## src/rtl/measure_sequencer_if.sv

```systemverilog
// Handshake bundle between the capture sequencer and its controller / sample buffer.
// The slave side is the sequencer; the master side is the MCU glue or a testbench.
interface measure_sequencer_if #(
   parameter int DEPTH = 1024
);
   localparam int AW = (DEPTH > 1) ? $clog2(DEPTH) : 1;

   logic          start;
   logic          abort;
   logic          gain_stable;
   logic          freq_stable;
   logic          sample_tick;
   logic          trig;
   logic          rd_ack;
   logic          wr_en;
   logic [AW-1:0] wr_addr;
   logic          wr_bank;
   logic          rd_bank;
   logic          busy;
   logic          ready;
   logic [1:0]    err;
   logic [2:0]    state;

   modport slave (
      input  start, abort, gain_stable, freq_stable, sample_tick, trig, rd_ack,
      output wr_en, wr_addr, wr_bank, rd_bank, busy, ready, err, state
   );

   modport master (
      output start, abort, gain_stable, freq_stable, sample_tick, trig, rd_ack,
      input  wr_en, wr_addr, wr_bank, rd_bank, busy, ready, err, state
   );
endinterface

```

## src/rtl/measure_sequencer.sv

```systemverilog
// Capture sequencer: waits for stable gain/clock, settles, arms on a trigger edge,
// then writes DEPTH samples into a ping-pong buffer bank and hands it to the MCU.
module measure_sequencer #(
   parameter int DEPTH       = 1024,
   parameter int SETTLE_CYC  = 4096,
   parameter int TIMEOUT_CYC = 2**20
) (
   input  logic                    clk,
   input  logic                    rst_n,
   measure_sequencer_if.slave      bus
);
   localparam int AW = (DEPTH > 1) ? $clog2(DEPTH) : 1;
   localparam int SW = (SETTLE_CYC > 1) ? $clog2(SETTLE_CYC) : 1;
   localparam int TW = $clog2(TIMEOUT_CYC + 1);

   typedef enum logic [2:0] {
      S_IDLE        = 3'd0,
      S_WAIT_STABLE = 3'd1,
      S_SETTLE      = 3'd2,
      S_ARM         = 3'd3,
      S_CAPTURE     = 3'd4,
      S_DONE        = 3'd5
   } state_t;

   state_t        r_state;
   logic          r_wr_en;
   logic [AW-1:0] r_wr_addr;
   logic          r_wr_bank;
   logic          r_busy;
   logic          r_ready;
   logic [1:0]    r_err;
   logic [SW-1:0] r_settle_cnt;
   logic [TW-1:0] r_to_cnt;
   logic          r_trig_d;

   logic w_stable;
   logic w_trig_rise;
   logic w_to_hit;
   logic w_last_write;
   logic w_ack;

   assign w_stable     = bus.gain_stable & bus.freq_stable;
   assign w_trig_rise  = bus.trig & ~r_trig_d;
   assign w_to_hit     = (r_to_cnt == TW'(TIMEOUT_CYC - 1));
   assign w_last_write = r_wr_en && (r_wr_addr == AW'(DEPTH - 1));
   assign w_ack        = bus.rd_ack & r_ready;

   always_ff @(posedge clk or negedge rst_n) begin
      if (!rst_n) begin
         r_state      <= S_IDLE;
         r_wr_en      <= 1'b0;
         r_wr_addr    <= '0;
         r_wr_bank    <= 1'b0;
         r_busy       <= 1'b0;
         r_ready      <= 1'b0;
         r_err        <= 2'b00;
         r_settle_cnt <= '0;
         r_to_cnt     <= '0;
         r_trig_d     <= 1'b0;
      end else begin
         r_trig_d <= bus.trig;
         r_wr_en  <= 1'b0;
         // A DONE in the same clk re-sets ready further down, so the set wins.
         if (w_ack)
            r_ready <= 1'b0;

         if (bus.abort) begin
            r_state   <= S_IDLE;
            r_busy    <= 1'b0;
            r_wr_addr <= '0;
         end else begin
            case (r_state)
               S_IDLE: begin
                  if (bus.start) begin
                     r_state  <= S_WAIT_STABLE;
                     r_busy   <= 1'b1;
                     r_err    <= {r_ready, 1'b0};
                     r_to_cnt <= '0;
                  end
               end
               S_WAIT_STABLE: begin
                  if (w_to_hit) begin
                     r_state  <= S_IDLE;
                     r_busy   <= 1'b0;
                     r_err[0] <= 1'b1;
                  end else begin
                     r_to_cnt <= r_to_cnt + TW'(1);
                     if (w_stable) begin
                        r_state      <= S_SETTLE;
                        r_settle_cnt <= SW'(SETTLE_CYC - 1);
                     end
                  end
               end
               S_SETTLE: begin
                  if (!w_stable)
                     r_state <= S_WAIT_STABLE;
                  else if (r_settle_cnt == '0)
                     r_state <= S_ARM;
                  else
                     r_settle_cnt <= r_settle_cnt - SW'(1);
               end
               S_ARM: begin
                  if (w_to_hit) begin
                     r_state  <= S_IDLE;
                     r_busy   <= 1'b0;
                     r_err[0] <= 1'b1;
                  end else begin
                     r_to_cnt <= r_to_cnt + TW'(1);
                     if (w_trig_rise) begin
                        r_state   <= S_CAPTURE;
                        r_wr_addr <= '0;
                     end
                  end
               end
               S_CAPTURE: begin
                  // wr_addr holds the index being written while wr_en is high, then advances.
                  if (!w_stable) begin
                     r_state   <= S_WAIT_STABLE;
                     r_wr_addr <= '0;
                  end else begin
                     if (r_wr_en)
                        r_wr_addr <= r_wr_addr + AW'(1);
                     if (w_last_write)
                        r_state <= S_DONE;
                     else if (bus.sample_tick)
                        r_wr_en <= 1'b1;
                  end
               end
               S_DONE: begin
                  r_wr_bank <= ~r_wr_bank;
                  r_ready   <= 1'b1;
                  r_state   <= S_IDLE;
                  r_busy    <= 1'b0;
               end
               default: begin
                  r_state <= S_IDLE;
                  r_busy  <= 1'b0;
               end
            endcase
         end
      end
   end

   assign bus.wr_en   = r_wr_en;
   assign bus.wr_addr = r_wr_addr;
   assign bus.wr_bank = r_wr_bank;
   assign bus.rd_bank = ~r_wr_bank;
   assign bus.busy    = r_busy;
   assign bus.ready   = r_ready;
   assign bus.err     = r_err;
   assign bus.state   = r_state;
endmodule

```

## src/flat_wrapper.sv

```systemverilog
// flat-port wrapper written by rule: the top's interface ports become plain ports
module measure_sequencer_flat 
#(
   parameter int DEPTH       = 1024,
   parameter int SETTLE_CYC  = 4096,
   parameter int TIMEOUT_CYC = 2**20
)
  (clk, rst_n, bus_start, bus_abort, bus_gain_stable, bus_freq_stable, bus_sample_tick, bus_trig, bus_rd_ack, bus_wr_en, bus_wr_addr, bus_wr_bank, bus_rd_bank, bus_busy, bus_ready, bus_err, bus_state);
  measure_sequencer_if #(.DEPTH(DEPTH)) bus_i ();
  input  logic clk;
  input  logic rst_n;
  input wire logic [$bits(bus_i.start)-1:0] bus_start;
  input wire logic [$bits(bus_i.abort)-1:0] bus_abort;
  input wire logic [$bits(bus_i.gain_stable)-1:0] bus_gain_stable;
  input wire logic [$bits(bus_i.freq_stable)-1:0] bus_freq_stable;
  input wire logic [$bits(bus_i.sample_tick)-1:0] bus_sample_tick;
  input wire logic [$bits(bus_i.trig)-1:0] bus_trig;
  input wire logic [$bits(bus_i.rd_ack)-1:0] bus_rd_ack;
  output wire logic [$bits(bus_i.wr_en)-1:0] bus_wr_en;
  output wire logic [$bits(bus_i.wr_addr)-1:0] bus_wr_addr;
  output wire logic [$bits(bus_i.wr_bank)-1:0] bus_wr_bank;
  output wire logic [$bits(bus_i.rd_bank)-1:0] bus_rd_bank;
  output wire logic [$bits(bus_i.busy)-1:0] bus_busy;
  output wire logic [$bits(bus_i.ready)-1:0] bus_ready;
  output wire logic [$bits(bus_i.err)-1:0] bus_err;
  output wire logic [$bits(bus_i.state)-1:0] bus_state;
  assign bus_i.start = bus_start;
  assign bus_i.abort = bus_abort;
  assign bus_i.gain_stable = bus_gain_stable;
  assign bus_i.freq_stable = bus_freq_stable;
  assign bus_i.sample_tick = bus_sample_tick;
  assign bus_i.trig = bus_trig;
  assign bus_i.rd_ack = bus_rd_ack;
  assign bus_wr_en = bus_i.wr_en;
  assign bus_wr_addr = bus_i.wr_addr;
  assign bus_wr_bank = bus_i.wr_bank;
  assign bus_rd_bank = bus_i.rd_bank;
  assign bus_busy = bus_i.busy;
  assign bus_ready = bus_i.ready;
  assign bus_err = bus_i.err;
  assign bus_state = bus_i.state;
  measure_sequencer #(.DEPTH(DEPTH), .SETTLE_CYC(SETTLE_CYC), .TIMEOUT_CYC(TIMEOUT_CYC)) u_core (.clk(clk), .rst_n(rst_n), .bus(bus_i));
endmodule
```

## config.mk

```make
export PLATFORM = sky130hd
export DESIGN_NAME = measure_sequencer_flat
export DESIGN_NICKNAME = d
export VERILOG_FILES = /design/src/rtl/measure_sequencer_if.sv /design/src/rtl/measure_sequencer.sv /design/src/flat_wrapper.sv
export SDC_FILE = /design/constraint.sdc
export NUM_CORES = 1
export LEC_CHECK = 0
export BUFFER_PORTS_ARGS = -buffer_cell sky130_fd_sc_hd__buf_2
export CAP_MARGIN = 10
export CORE_MARGIN = 2
export CORE_UTILIZATION = 45
export DETAILED_ROUTE_END_ITERATION = 7
export SLEW_MARGIN = 15
export SYNTH_ARGS = -nofsm -noshare
export SYNTH_HDL_FRONTEND = slang
export SYNTH_SLANG_ARGS = --single-unit
```

## constraint.sdc

```tcl
create_clock -name clk -period 4.7 [get_ports clk]
set_clock_uncertainty 0.2 [all_clocks]
set_input_delay 0.94 -clock clk [delete_from_list [all_inputs] [get_ports clk]]
set_output_delay 0.94 -clock clk [all_outputs]
set_load 0.05 [all_outputs]
```

==> Yosys cells after proc, flatten, opt, wreduce, memory -nomap -nowiden <==
Cells that the tools add are included.
{ "totals": {"elab_cells": 100, "inputBits": 9, "regBits": 53} }
{ "op_classes": {"add_sub_neg": 3, "n_reduce_logical": 16, "bitwise": 6, "mux": 40, "n_eq_ne": 24} }
{ "op_table": {"columns": ["operator", "count"], "rows": [
  ["$mux 10", 5],
  ["$mux 12", 4],
  ["$mux 21", 2],
  ["$pmux 21 s2", 1],
  ["$mux 3", 10],
  ["$pmux 12 s2", 1],
  ["$add 21x1->21 const B", 1],
  ["$eq 21x20->1 const B", 1],
  ["$pmux 10 s2", 1],
  ["$pmux 3 s5", 1],
  ["$mux 1", 13],
  ["$logic_not 12->1", 1],
  ["$reduce_and 4->1", 3],
  ["$sub 12x1->12 const B", 1],
  ["$add 10x1->10 const B", 1],
  ["$eq 10x10->1 const B", 1],
  ["$ne 2x1->1 const B", 4],
  ["$ne 2x2->1 const B", 4],
  ["$ne 4x2->1 const B", 2],
  ["$ne 4x4->1 const B", 2],
  ["$eq 3x2->1 const B", 2],
  ["$eq 3x3->1 const B", 2],
  ["$ne 3x3->1 const B", 2],
  ["$reduce_and 3->1", 2],
  ["other kinds (16)", 22]
]} }

==> Longest topological paths before layout <==
{ "logic_depth": {"word_depth": 6, "mapped_depth": 8, "ltp_nobuf": 7} }

==> Worst setup path after synthesis <==
OpenSTA, ideal clock, no wires.
{ "synth_path": {"kind": "input -> register", "startpoint": "input port bus_abort", "endpoint": "register u_core.r_wr_addr[6], in the netlist u_core.bus.wr_addr[6]", "n_path_buf": 2, "path_stages": 6, "slack_ps": 2039, "arrival_ps": 2368, "required_time_ps": 4407, "cell_sequence": "nand2b_4 > or4_1 > buf_2 > or3_1 > buf_2 > o31ai_2"} }
{ "synth_between": {"elab_chain_cells": 2, "word_cells_on_any_way": 6} }
{ "synth_rtl": {"columns": ["element", "line_no", "text"], "rows": [
  ["from (decl)", "flat_wrapper.sv:13", "input wire logic [$bits(bus_i.abort)-1:0] bus_abort;"],
  ["$ne 4x3->1 (no line) (tied with other cells)", null, null],
  ["$reduce_and 4->1 (no line)", null, null],
  ["to (signal assigned)", "measure_sequencer.sv:122", "r_wr_addr <= r_wr_addr + AW'(1);"],
  ["to (decl)", "measure_sequencer.sv:27", "logic [AW-1:0] r_wr_addr;"]
]} }
Several ways; a longest one is shown, not always the timed one.
A chain may end at the register's enable or synchronous reset.

==> Final worst setup path <==
{ "layout_path": {"startpoint": "input port bus_abort", "endpoint": "register u_core.r_wr_addr[2], in the netlist u_core.bus.wr_addr[2]"} }
Same word-level chain as after synthesis.

==> summary.txt <==
Yosys
  • Synthesized area: 0.00300 mm^2
  • Mapped Cells: 328
  • Syn Nets: 341
  • Number of flops mapped to enable cells by yosys: 0
  • Post-synth top area cell: dfrtp_1
  • Netlist cell types: 56
  • Async set-or-reset flop fraction in the synthesized netlist: 100%
  • Synth Flop Type: dfrtp_1
  • Register area share after synthesis: 44.1%
  • Post-synth top area share: 44.1%
  • Synth top area cells: dfrtp_1, nor2_1, xnor2_1
  • Warning count from the yosys run: 0
  • #FFs+latches synth: 53
  • Syn avg cell area: 9.16 um^2

Routing
  • DR pass1 iterations: 4
  • Initial drt markers: 192
  • Uppermost layer routed: met4
  • DRC errors left: 0
  • Vias: 2498
  • Drt via density: 5.82
  • Routed wire length: 6800 um
  • Met1 wire length: 3510 um
  • Post-route ant nets: 0
  • Metal3 WL: 298 um
  • Drt wl/cell: 15.8 um
  • Met2 WL post-DR: 2960 um

Critical path
  • Crit path kind: input pin to flop
  • CP arrival: 3010 ps
  • Critical-path cell list: buf_2, nand2b_4, or4_1, nor2_1, or3_1, o21ai_0
  • Critical path peak fanout: 15
  • Crit. End Element: flop
  • Slowest CP cell: nor2_1
  • Required time worst endpoint: 4690 ps
  • CP peak stage delay: 690 ps
  • Startpoint types: input pin
  • Worst Reg2Reg Path Length in Cells: 5

Finish
  • Final core occ: 52.1%
  • Layout cells sized above 1: 16.5%
  • P&R area growth vs syn: 10.8%
  • # diodes: 0
  • Layout fillers: 603
  • Total Nets Final: 364

CTS
  • Total CTS buffers: 5
  • Clk buf depth: 2
  • Post-CTS resize count: 0
  • Clk_lat worst skew: 300 ps
  • CTS Hold Bufs: 0
  • Clock Sinks: 53
  • Clock Pin Slew Worst Setup and Hold Paths: 100 ps
  • Root Buffer: clkbuf_8
  • Post-CTS Setup Bufs: 0
  • CTS tree: built
  • H-tree depth: 2

Floorplanning
  • Site Rows: 29
  • Die ar.: 0.00735 mm^2
  • Number of I/O pins: 29
  • Die Span Y: 85.7 um
  • Chip width: 85.7 um
  • Core Footprint: 0.00639 mm^2
  • Initial Util: 47.0%

STA
  • Hold Fails Final Rpt: 0
  • Rel. slew slack: 36.2%
  • Crit path time final: 3020 ps
  • Final worst path period share: 64.3%
  • RSZ-0062 raised after global routing: false
  • Max Clk Rate: 331 MHz
  • # setup viols final: 0
  • Worst Tran Pin Value: 954 ps
  • Slew Limit Fails: 0
  • Final TNS setup: 0 ps

Placement
  • Number of port buffers: 28
  • Routability cong.: 0.852
  • Detailed Place HPWL: 4700 um

Power
  • Peak supply drop: 0.000197 V
  • Internal: 800 uW
  • Net Sw Power: 373 uW
  • Sequential share of power: 51.4%
  • Switching portion of total power: 31.8%
  • Combinational power share: 20.5%
  • Pwr Density: 352 mW/mm^2
  • Clock network power share: 28.1%
  • Pleak: 1.40 nW

Global routing
  • Total Routing Usage GR: 19.2%
  • First-pass GRT wire length: 11400 um
  • Initial antenna violation count: 0
  • Vias in the first global route: 2301
  • Gr ovfl total: 0
  • Pin count of the biggest net entering global routing: 54

Hold path
  • Worst Hold Depth: 1
  • Worst Hold Class: flop to flop

Run status
  • Outcome: complete, no violations

Flow run
  • Total of max-cap violations: 0
area by class of cell:
type | count | area (um^2) | area share (%)
multi-input combinational | 245 | 1560 | 46.7
sequential | 53 | 1330 | 39.8
timing repair buffer | 34 | 185 | 5.56
tap | 77 | 96.3 | 2.89
clock buffer | 6 | 82.6 | 2.48
inverter | 12 | 45.0 | 1.35
clock inverter | 2 | 37.5 | 1.13
layout by cell type, fill, tap and decap left out, types with 2 or more instances in the layout:
| master | n |
|---|---|
| nand3_1 | 11 |
| o31ai_1 | 12 |
| nor2b_1 | 2 |
| a211oi_1 | 10 |
| a22o_1 | 5 |
| and3_1 | 3 |
| buf_4 | 6 |
| a21oi_1 | 16 |
| nand2b_1 | 4 |
| a31oi_1 | 4 |
| a31o_2 | 4 |
| buf_2 | 28 |
| nor3_1 | 12 |
| nor3_2 | 2 |
| clkbuf_8 | 6 |
| nor3b_1 | 2 |
| nor2_1 | 41 |
| xnor2_1 | 15 |
| and2_1 | 5 |
| ha_1 | 4 |
| dfrtp_1 | 53 |
| nand2_1 | 21 |
| or2_2 | 4 |
| a2111oi_0 | 3 |
| or3_1 | 2 |
| or4_1 | 5 |
| o21ai_0 | 8 |
| nor4_1 | 5 |
| inv_1 | 12 |
| o21a_1 | 5 |
| nand3b_1 | 4 |
| nand4_1 | 8 |
| a41o_1 | 2 |
| nor4b_1 | 3 |
flip-flops by register name (all words and copies together), names as in the netlist:
signal	count
u_core.r_to_cnt	21
u_core.r_settle_cnt	12
u_core.bus.wr_addr	10
u_core.bus.state	3
u_core.bus.err	2
u_core.bus.busy	1
u_core.bus.ready	1
u_core.bus.wr_bank	1
u_core.bus.wr_en	1
u_core.r_trig_d	1
power groups by stage:
stage,clock [mW],sequential (mW),combinational [mW]
after floorplan,0,0.610,0.173
after global placement,0,0.609,0.237
after detailed placement,0,0.608,0.242
after CTS,0.338,0.601,0.242
after global routing,0.358,0.616,0.269
final,0.330,0.603,0.241
per-layer routing:
layer | vias to the layer above | GRT usage (%)
met3 | 2 | 3.18
met1 | 1177 | 29.0
met5 | - | 0
met2 | 65 | 29.0
li1 | 1254 | -
met4 | 0 | 4.47
worst max-delay path, delay by kind of cell:
| kind | cells | cell delay, ps |
|---|---|---|
| buffers and inverters | 1 | 140 |
| AO/OA/AOI/OAI | 1 | 130 |
| AND/OR/NAND/NOR | 4 | 1790 |
path summary, 6_finish.rpt:
kind | from | slack (ps) | endpoint
worst max-delay path | bus_abort | 1680 | u_core.bus.wr_addr[2]
worst min-delay path | u_core.bus.err[1] | 320 | u_core.bus.err[1]
worst max register to register | u_core.bus.state[0] | 1880 | u_core.bus.wr_addr[4]
worst min register to register | u_core.bus.err[1] | 320 | u_core.bus.err[1]
max in group asynchronous | rst_n | 3300 | u_core.r_to_cnt[14]
min in group asynchronous | rst_n | 550 | u_core.bus.wr_addr[3]
kinds of logic (layout without fill, tap and decap cells):
logic type / after synthesis / after routing / synth area share [%]
simple gates: 140 / 140 / 24.3
compound gates: 84 / 84 / 20.5
flops: 53 / 53 / 44.1
buf+inv: 30 / 54 / 4.37
xor+xnor: 15 / 15 / 4.37
fa+ha+maj: 4 / 4 / 1.67
mux: 2 / 2 / 0.708
through the flow:
| step | std cells | power [mW] | setup WS [ps] | cell area [um^2] | hold WS [ps] |
|---|---|---|---|---|---|
| after CTS | 429 | 1.18 | 1740 | 3330 | 328 |
| after global placement | 421 | 0.847 | 1480 | 3210 | 293 |
| after detailed placement | 421 | 0.850 | 1400 | 3210 | 304 |
| final | 429 | 1.17 | 1680 | 3330 | 317 |
| after global routing | 429 | 1.24 | 1540 | 3330 | 343 |
| after floorplan | 328 | 0.782 | 2040 | 3000 | 279 |
cell usage after synthesis (8+ instances only):
| library cell | count |
|---|---|
| o31ai_1 | 12 |
| nand3_1 | 11 |
| nor2_1 | 41 |
| nor3_1 | 14 |
| nand2_1 | 21 |
| nand4_1 | 8 |
| dfrtp_1 | 53 |
| xnor2_1 | 15 |
| o21ai_0 | 8 |
| inv_1 | 12 |
| a21oi_1 | 16 |
| a211oi_1 | 10 |
| buf_2 | 15 |
Power figures use the tool's default switching activity.
